## config.mk

```make
export PLATFORM = sky130hd
export DESIGN_NAME = conv_relu_pool_flat
export DESIGN_NICKNAME = d
export VERILOG_FILES = /design/src/rtl/conv_pkg.sv /design/src/rtl/conv_relu_pool_if.sv /design/src/rtl/pool_line_buffer.sv /design/src/rtl/conv_relu_pool.sv /design/src/flat_wrapper.sv
export SDC_FILE = /design/constraint.sdc
export NUM_CORES = 1
export LEC_CHECK = 0
export ABC_AREA = 0
export BUFFER_PORTS_ARGS = -buffer_cell sky130_fd_sc_hd__buf_4
export CAP_MARGIN = 25
export CORE_MARGIN = 8
export CORE_UTILIZATION = 58
export CTS_CLUSTER_SIZE = 24
export DETAILED_ROUTE_END_ITERATION = 12
export PLACE_DENSITY = 0.81
export SLEW_MARGIN = 20
export SYNTH_ARGS = -nofsm -noshare
export SYNTH_HDL_FRONTEND = slang
export SYNTH_HIERARCHICAL = 1
export SYNTH_SLANG_ARGS = --single-unit
```

## constraint.sdc

```tcl
create_clock -name i_clk -period 5.1 [get_ports i_clk]
set_clock_uncertainty 0.05 [all_clocks]
set_input_delay 0.51 -clock i_clk [delete_from_list [all_inputs] [get_ports i_clk]]
set_output_delay 0.51 -clock i_clk [all_outputs]
set_load 0.01 [all_outputs]
```

## src/rtl/conv_pkg.sv

```systemverilog
// Shared constants and arithmetic helpers for the conv ReLU/pool stage.
package conv_pkg;

    localparam int unsigned DATA_W      = 16;
    localparam int unsigned POOL_STRIDE = 2;
    localparam int unsigned POOL_WIN    = 2;

    // Negative values (sign bit set) clamp to zero.
    function automatic logic [DATA_W-1:0] relu(input logic [DATA_W-1:0] x);
        return x[DATA_W-1] ? '0 : x;
    endfunction

    function automatic logic [DATA_W-1:0] smax(input logic [DATA_W-1:0] a,
                                              input logic [DATA_W-1:0] b);
        return ($signed(a) > $signed(b)) ? a : b;
    endfunction

endpackage

```

## src/rtl/conv_relu_pool_if.sv

```systemverilog
// Conv result stream in, ReLU pass-through and pooled stream out.
interface conv_relu_pool_if #(
    parameter int unsigned DataWidth = 16
);
    logic                 i_sof;
    logic [DataWidth-1:0] i_conv_data;
    logic                 i_conv_valid;
    logic [DataWidth-1:0] o_relu_data;
    logic                 o_relu_valid;
    logic [DataWidth-1:0] o_pool_data;
    logic                 o_pool_valid;

    modport master (
        output i_sof, i_conv_data, i_conv_valid,
        input  o_relu_data, o_relu_valid, o_pool_data, o_pool_valid
    );

    modport slave (
        input  i_sof, i_conv_data, i_conv_valid,
        output o_relu_data, o_relu_valid, o_pool_data, o_pool_valid
    );
endinterface

```

## src/rtl/pool_line_buffer.sv

```systemverilog
// One line of horizontal pooling maxima: single write port, combinational read.
module pool_line_buffer #(
    parameter int unsigned Depth     = 1,
    parameter int unsigned DataWidth = 16,
    parameter int unsigned AddrW     = 1
) (
    input  logic                 i_clk,
    input  logic                 i_rst,
    input  logic                 i_we,
    input  logic [AddrW-1:0]     i_waddr,
    input  logic [DataWidth-1:0] i_wdata,
    input  logic [AddrW-1:0]     i_raddr,
    output logic [DataWidth-1:0] o_rdata_c
);

    logic [DataWidth-1:0] r_mem [Depth];

    // Address compare per entry keeps indexing legal for any depth, including 1.
    always_comb begin
        o_rdata_c = '0;
        for (int i = 0; i < int'(Depth); i++) begin
            if (i_raddr == AddrW'(i)) o_rdata_c = r_mem[i];
        end
    end

    always_ff @(posedge i_clk or posedge i_rst) begin
        if (i_rst) begin
            for (int i = 0; i < int'(Depth); i++) r_mem[i] <= '0;
        end else if (i_we) begin
            for (int i = 0; i < int'(Depth); i++) begin
                if (i_waddr == AddrW'(i)) r_mem[i] <= i_wdata;
            end
        end
    end

endmodule

```

## src/rtl/conv_relu_pool.sv

```systemverilog
// ReLU followed by 2x2 stride-2 max pooling over a raster-ordered conv map.
module conv_relu_pool
    import conv_pkg::*;
#(
    parameter int unsigned DataWidth = DATA_W,
    parameter int unsigned OutWidth  = 2
) (
    input  logic                   i_clk,
    input  logic                   i_rst,
    conv_relu_pool_if.slave        io_bus
);

    localparam int unsigned HalfW = OutWidth / POOL_WIN;
    localparam int unsigned ColW  = $clog2(OutWidth);
    localparam int unsigned AddrW = (HalfW > 1) ? $clog2(HalfW) : 1;

    logic [ColW-1:0]      r_col;
    logic                 r_row_odd;
    logic [DataWidth-1:0] r_hold;
    logic [DataWidth-1:0] r_relu_data;
    logic                 r_relu_valid;
    logic [DataWidth-1:0] r_pool_data;
    logic                 r_pool_valid;

    logic                 w_resync;
    logic [ColW-1:0]      w_col;
    logic                 w_row_odd;
    logic                 w_last;
    logic [DataWidth-1:0] w_relu;
    logic [DataWidth-1:0] w_hmax;
    logic [AddrW-1:0]     w_lb_addr;
    logic [DataWidth-1:0] w_lb_rdata;
    logic                 w_lb_we;
    logic                 w_emit;

    // A valid start-of-frame beat overrides the counters to the frame origin.
    always_comb begin
        w_resync  = io_bus.i_sof & io_bus.i_conv_valid;
        w_col     = w_resync ? '0   : r_col;
        w_row_odd = w_resync ? 1'b0 : r_row_odd;
        w_last    = (w_col == ColW'(OutWidth - 1));
        w_relu    = DataWidth'(relu(DATA_W'(io_bus.i_conv_data)));
        w_hmax    = DataWidth'(smax(DATA_W'(r_hold), DATA_W'(w_relu)));
        w_lb_addr = AddrW'(w_col >> 1);
        w_lb_we   = io_bus.i_conv_valid & w_col[0] & ~w_row_odd;
        w_emit    = io_bus.i_conv_valid & w_col[0] &  w_row_odd;
    end

    pool_line_buffer #(
        .Depth     (HalfW),
        .DataWidth (DataWidth),
        .AddrW     (AddrW)
    ) u_lbuf (
        .i_clk     (i_clk),
        .i_rst     (i_rst),
        .i_we      (w_lb_we),
        .i_waddr   (w_lb_addr),
        .i_wdata   (w_hmax),
        .i_raddr   (w_lb_addr),
        .o_rdata_c (w_lb_rdata)
    );

    // Position counters and horizontal hold; the dropped last column of an odd width leaves hold alone.
    always_ff @(posedge i_clk or posedge i_rst) begin
        if (i_rst) begin
            r_col     <= '0;
            r_row_odd <= 1'b0;
            r_hold    <= '0;
        end else if (io_bus.i_conv_valid) begin
            r_col     <= w_last ? '0 : w_col + ColW'(1);
            r_row_odd <= w_last ? ~w_row_odd : w_row_odd;
            if (!w_col[0] && !w_last) r_hold <= w_relu;
        end
    end

    always_ff @(posedge i_clk or posedge i_rst) begin
        if (i_rst) begin
            r_relu_data  <= '0;
            r_relu_valid <= 1'b0;
            r_pool_data  <= '0;
            r_pool_valid <= 1'b0;
        end else begin
            r_relu_valid <= io_bus.i_conv_valid;
            r_pool_valid <= w_emit;
            if (io_bus.i_conv_valid) r_relu_data <= w_relu;
            if (w_emit) r_pool_data <= DataWidth'(smax(DATA_W'(w_lb_rdata), DATA_W'(w_hmax)));
        end
    end

    assign io_bus.o_relu_data  = r_relu_data;
    assign io_bus.o_relu_valid = r_relu_valid;
    assign io_bus.o_pool_data  = r_pool_data;
    assign io_bus.o_pool_valid = r_pool_valid;

endmodule
```

## src/flat_wrapper.sv

```systemverilog
// flat-port wrapper written by rule: the top's interface ports become plain ports
module conv_relu_pool_flat import conv_pkg::*;
#(
    parameter int unsigned DataWidth = DATA_W,
    parameter int unsigned OutWidth  = 2
)
  (i_clk, i_rst, io_bus_i_sof, io_bus_i_conv_data, io_bus_i_conv_valid, io_bus_o_relu_data, io_bus_o_relu_valid, io_bus_o_pool_data, io_bus_o_pool_valid);
  conv_relu_pool_if #(.DataWidth(DataWidth)) io_bus_i ();
  input  logic i_clk;
  input  logic i_rst;
  input wire logic [$bits(io_bus_i.i_sof)-1:0] io_bus_i_sof;
  input wire logic [$bits(io_bus_i.i_conv_data)-1:0] io_bus_i_conv_data;
  input wire logic [$bits(io_bus_i.i_conv_valid)-1:0] io_bus_i_conv_valid;
  output wire logic [$bits(io_bus_i.o_relu_data)-1:0] io_bus_o_relu_data;
  output wire logic [$bits(io_bus_i.o_relu_valid)-1:0] io_bus_o_relu_valid;
  output wire logic [$bits(io_bus_i.o_pool_data)-1:0] io_bus_o_pool_data;
  output wire logic [$bits(io_bus_i.o_pool_valid)-1:0] io_bus_o_pool_valid;
  assign io_bus_i.i_sof = io_bus_i_sof;
  assign io_bus_i.i_conv_data = io_bus_i_conv_data;
  assign io_bus_i.i_conv_valid = io_bus_i_conv_valid;
  assign io_bus_o_relu_data = io_bus_i.o_relu_data;
  assign io_bus_o_relu_valid = io_bus_i.o_relu_valid;
  assign io_bus_o_pool_data = io_bus_i.o_pool_data;
  assign io_bus_o_pool_valid = io_bus_i.o_pool_valid;
  conv_relu_pool #(.DataWidth(DataWidth), .OutWidth(OutWidth)) u_core (.i_clk(i_clk), .i_rst(i_rst), .io_bus(io_bus_i));
endmodule
```

==> results.json, run 1 <==
{
  "status": "finished clean",
  "power_density_mw_per_mm2": 408,
  "ys.flop_type": "dfrtp_1",
  "register_area_sq_mm": 0.00165,
  "n_fill_cell": 492,
  "ant_nets": 0,
  "syn_inst": 341,
  "start_kind": "input pin",
  "port_buffers": 52,
  "p_total_mw": 1.83,
  "drive_above_1_share_pct": 34.4,
  "postCtsSetupBuffers": 0,
  "cap_viol_max_count": 0,
  "first_global_vias": 2876,
  "vias": 2696,
  "drt_iter0_drc": 54,
  "cts_tree": "built",
  "worstMarginPinSlew_ps": 680,
  "ctsResizeCount": 0,
  "numCtsBuffers": 9,
  "clk_pin_slew_ps": 70,
  "finalCritPeriodShare_pct": 82.8,
  "cts_buffer_depth": 2,
  "yosysWarningCount": 6,
  "path_cells": "buf_4 -> nor2b_1 -> inv_1 -> ha_1 -> nor2b_1 -> o211ai_1 -> a2111o_1 -> a31oi_4 -> buf_4 -> mux2i_2 -> ha_1 -> a21o_1 -> a21o_1 -> o31a_2 -> a22oi_1 -> o21ai_2",
  "via_per_inst": 5.57,
  "crit_fanout": 15,
  "grtUsageTotal_pct": 17.9,
  "dpl_cell_area_sq_mm": 0.00428,
  "tns_ps": 0,
  "clock-root-buffer": "clkbuf_8",
  "startpoint": "io_bus_i_conv_data[15]",
  "hp-class": "input pin to asynchronous set/reset pin",
  "ctsHoldBuffers": 0,
  "synth_edf_count": 0,
  "syn_to_final_growth_pct": 16.6,
  "yosysUniqueCellTypes": 46,
  "clock_sinks": 66,
  "multi_input_area_sq_mm": 0.00196,
  "fin_nets": 453,
  "hpwl_um": 6080,
  "htree_levels": 3,
  "p_leak_nw": 2.24,
  "hold_viol": 0,
  "ff2ff_setup_slack_ps": 1080,
  "peakVddDrop_mv": 0.216,
  "syn_area_sq_mm": 0.00385,
  "cp.arrival_ps": 4400,
  "clk_latency_ps": 350,
  "ios": 54,
  "n_antenna_cell": 0,
  "die_area_sq_mm": 0.00950,
  "rsz0062_at_grt": "no",
  "required_ps": 5280,
  "dr.pass1.iters": 4,
  "wl_per_cell_um": 16.8,
  "postSynthAreaPerCell_sq_um": 11.3,
  "yosys.area.top_type": "dfrtp_1",
  "start_util_pct": 60.3,
  "grt_max_degree": 34,
  "r2r-start": "u_core/r_hold[1]",
  "r2r-end": "u_core/io_bus.o_pool_data[11]",
  "critPathCaptureType": "flop",
  "endpoint": "u_core/io_bus.o_pool_data[11]",
  "slew_headroom_pct": 54.6,
  "drv_slew": 0,
  "stdcell_area_sq_mm": 0.00449,
  "wirelength_um": 8150,
  "die_w_um": 97.5,
  "rows": 29,
  "gp_congestion": 0.767,
  "period_needed_ps": 4220,
  "synth_area_leaders": "dfrtp_1 43%, ha_1 9.8%, mux2_2 6.4%",
  "holdWs_ps": 106,
  "die_h_um": 97.5,
  "synth-async-reset-ratio_pct": 100,
  "ys_seq_area_share_pct": 42.9,
  "reg2reg_depth": 13,
  "grt_pass1_wl_um": 13900,
  "critPathMaxStageDelay_ps": 480,
  "drc_errors": 0,
  "post-route-util_pct": 70.3,
  "cpMaxStageDelayCell": "o31a_2",
  "critical_path_class": "input pin to flop",
  "antenna_found_initial": 0,
  "core-area_sq_mm": 0.00639,
  "max_freq_ghz": 0.237,
  "ys_ff_latch": 66,
  "gr-total-overflow": 0,
  "setup_viol": 0,
  "yosys.area.top_type_share_pct": 42.9
}
## critical path, delay by kind of cell
kind	cells	cell delay [ps]
mux	1	370
buf+inv	3	550
compound gates	8	2010
simple gates	2	330
fa+ha+maj	2	620
## synthesized netlist by cell type, types with 2 or more instances
| cell | instances |
|---|---|
| dfrtp_1 | 66 |
| inv_1 | 35 |
| ha_1 | 30 |
| nor2b_1 | 24 |
| mux2_2 | 22 |
| nand2_1 | 19 |
| o21ai_0 | 18 |
| a22oi_1 | 15 |
| a21oi_1 | 12 |
| mux2_4 | 10 |
| and2b_2 | 9 |
| mux2i_2 | 9 |
| o21ai_2 | 9 |
| mux2i_1 | 6 |
| nand4_1 | 6 |
| o21ai_1 | 6 |
| clkbuf_1 | 5 |
| buf_6 | 4 |
| nor2_1 | 3 |
| nor3_1 | 3 |
| a21o_1 | 2 |
| buf_12 | 2 |
| o211ai_1 | 2 |
| o21a_1 | 2 |
## layer usage
metal	part of all wire, %	up-vias	wire length, um	track usage (%)
li1	-	1305	-	-
met1	45	1319	3680	22.4
met2	47	60	3840	27.7
met3	6.4	12	519	6.12
met4	1.4	0	112	6.88
met5	0	-	0	0
## worst min path at each step
stage                                       start                             to  slack (ps)  depth (start not counted)
floorplan                                   i_rst         u_core/u_lbuf/r_mem[0]         370                          1
global placement    u_core/io_bus.o_pool_data[15]  u_core/io_bus.o_pool_data[15]         420                          1
detailed placement  u_core/io_bus.o_pool_data[15]  u_core/io_bus.o_pool_data[15]         420                          1
CTS                                         i_rst   u_core/io_bus.o_pool_data[6]         120                          2
global route                                i_rst   u_core/io_bus.o_pool_data[6]         140                          2
finish                                      i_rst   u_core/io_bus.o_pool_data[6]         110                          2
## cells by family (layout without fill, tap and decap cells)
family                   Yosys count  count (layout)  share of synthesized area, %
AO/OA/AOI/OAI                     75              75                          13.7
AND/OR/NAND/NOR                   71              71                          11.4
multiplexers                      47              47                          15.1
other                              1              10                        0.0974
flip-flops                        66              66                          42.9
adder cells (fa/ha/maj)           30              30                          9.75
buffers and inverters             51             108                          7.02
## state kept, by name, summed over array words and instances (netlist names)
name                        count
u_core/io_bus.o_relu_valid      1
u_core/r_hold                  15
u_core/io_bus.o_pool_data      16
u_core/u_lbuf/r_mem            16
u_core/io_bus.o_pool_valid      1
u_core/io_bus.o_relu_data      15
u_core/r_row_odd                1
u_core/r_col                    1
## per-stage QoR
stage | std cells | worst slack (ps)
4_1_cts | 484 | 859
3_3_place_gp | 468 | 646
6_report | 484 | 876
5_1_grt | 484 | 559
2_1_floorplan | 350 | 966
3_5_place_dp | 469 | 523
## placed cells by master, fill, tap and decap left out, types with 2 or more instances in the layout
cell type and n:
dfrtp_1 66, buf_4 56, inv_1 34, ha_1 30, nor2b_1 24, mux2_2 22
nand2_1 19, o21ai_0 17, a22oi_1 15, clkbuf_8 12, a21oi_1 12, conb_1 10
mux2_4 10, and2b_2 9, mux2i_2 9, o21ai_2 9, o21ai_1 7, nand4_1 6
mux2i_1 6, nor2_1 3, nor3_1 3, inv_2 2, o211ai_1 2, o21a_1 2
a21o_1 2
## where the power goes
group	internal (mW)	switching, mW
clock network	0.263	0.195
logic	0.336	0.316
registers	0.648	0.0755
## layout make-up
| cell class | instances | area share, % |
|---|---|---|
| timing repair buffer | 57 | 9.81 |
| sequential | 66 | 36.8 |
| tap | 77 | 2.15 |
| clock buffer | 13 | 3.76 |
| inverter | 36 | 3.01 |
| multi-input combinational | 233 | 43.7 |
| clock inverter | 2 | 0.781 |
(Power assumes the default switching activity.)
==> run 2: changes to the inputs <==
CORE_UTILIZATION = 52   (was 58)
PLACE_DENSITY = 0.76   (was 0.81)
clock period = 3.4 ns   (was 5.1 ns; I/O delays follow)
==> results.json, run 2 (synthesis gave the netlist of run 1 again) <==
{
  "status": "complete, but fails checks",
  "violations": "negative hold slack, negative setup slack",
  "rsz0062_at_grt": "yes",
  "hp-class": "input pin to asynchronous set/reset pin",
  "hold_viol": 16,
  "drt_iter0_drc": 128,
  "antenna_found_initial": 0,
  "drv_slew": 0,
  "use_met1_pct": 24.8,
  "wl_per_cell_um": 18.7,
  "clock-root-buffer": "clkbuf_8",
  "met2_usage_pct": 34.5,
  "fin_nets": 525,
  "peakVddDrop_mv": 0.268,
  "core-area_sq_mm": 0.00721,
  "placed_cells": 544,
  "vias": 3121,
  "drc_errors": 0,
  "worstMarginPinSlew_ps": 736,
  "required_ps": 3580,
  "layout_common_cells": "111 x buf_4, 66 x dfrtp_1, 31 x inv_1",
  "ios": 54,
  "grtUsageTotal_pct": 20.9,
  "rows": 31,
  "start_util_pct": 53.3,
  "setup_ws_ps": -437,
  "syn_to_final_growth_pct": 42.7,
  "dr.pass1.iters": 5,
  "setup_viol": 16,
  "reg2reg_depth": 16,
  "htree_levels": 3,
  "clk_pin_slew_ps": 80,
  "ant_nets": 0,
  "critical_path_class": "flop to flop",
  "hpwl_um": 6960,
  "place_ws_ps": -735,
  "cp.arrival_ps": 4020,
  "clk_latency_ps": 360,
  "first_global_vias": 3332,
  "p_leak_nw": 2.65,
  "numCtsBuffers": 9,
  "cts_tree": "built",
  "die_area_sq_mm": 0.0104,
  "period_needed_ps": 3840,
  "grt_use_met3_pct": 5.45,
  "n_fill_cell": 477,
  "final_cells": 578,
  "crit_fanout": 15,
  "gp_congestion": 0.832,
  "critPathCaptureType": "flop",
  "dpl_cell_area_sq_mm": 0.00486,
  "power_density_mw_per_mm2": 586,
  "die_h_um": 102,
  "p_total_mw": 3.22,
  "cts_buffer_depth": 2,
  "final_common_cell": "buf_4",
  "gr-total-overflow": 0,
  "grt.busiest_layer": "met2",
  "drive_above_1_share_pct": 51.8,
  "max_freq_ghz": 0.261,
  "n_antenna_cell": 0,
  "grt_pass1_wl_um": 16600,
  "slew_headroom_pct": 50.9,
  "start_kind": "flop",
  "grt_max_degree": 31,
  "port_buffers": 52,
  "holdWs_ps": -6.27,
  "via_per_inst": 5.40,
  "finalCritPeriodShare_pct": 113,
  "die_w_um": 102,
  "stdcell_area_sq_mm": 0.00549,
  "wirelength_um": 10800,
  "clock_sinks": 66,
  "cap_viol_max_count": 0
}
## run 2: area by class of cell
cell class              instances  area (sq um)  share of cell area [%]
well taps                      99           124                    2.26
repair buffers                129          1070                    19.5
clock inverters                 5          55.1                    1.00
clock buffers                  10           138                    2.51
inverters                      36           135                    2.46
multi-input cells             233          2320                    42.2
flip-flops and latches         66          1650                    30.1
## run 2: timing repair
| item | 4_1_cts | 5_1_grt |
|---|---|---|
| hold buffers | 0 | 0 |
| buffers inserted | 14 | 4 |
| endpoints found under the setup margin | 15 | 16 |
| gates cloned | 1 | 0 |
| pin swaps | 1 | 7 |
| gates resized for setup | 32 | 14 |
## run 2: critical path, cell delays in order (launching register included)
cell and delay, ps:
dfrtp_1 420, ha_4 280, nor2b_4 130, o211ai_1 100, a2111o_1 420, a31oi_4 210, buf_4 160, buf_16 150
mux2i_4 280, ha_1 170, nand4_1 210, buf_4 210, nor4_2 260, nor3_1 100, o31a_4 220, a22oi_1 250
o21ai_2 90
## run 2: through the flow
stage / setup TNS [ps] / util [%]
after global routing: -7680 / 76.1
after CTS: -3670 / 74.1
after detailed placement: -10210 / 67.3
after global placement: -8510 / 67.0
after floorplan: -5690 / -
final: -5950 / 76.1
## run 2: path summary, 6_finish.rpt
path / startpoint / end / slack [ps]
setup / recovery: u_core/r_hold[1] / u_core/io_bus.o_pool_data[3] / -440
hold reg to reg: u_core/io_bus.o_pool_data[15] / u_core/io_bus.o_pool_data[15] / 440
max in group asynchronous: i_rst / u_core/r_hold[4] / 2750
min in group i_clk: io_bus_i_sof / u_core/r_row_odd / 130
setup reg to reg: u_core/r_hold[1] / u_core/io_bus.o_pool_data[3] / -440
hold / removal: i_rst / u_core/io_bus.o_pool_data[9] / -6
## run 2: report_power, final
part	internal, mW	switching [mW]
Clock	0.352	0.319
Sequential	0.972	0.123
Combinational	0.795	0.655
Total	2.12	1.10
## run 2: metal layers
layer  wire length, um  share of wire, %
met1              4640                43
met3               571               5.3
met5                 0                 0
met4               374               3.5
met2              5250                48
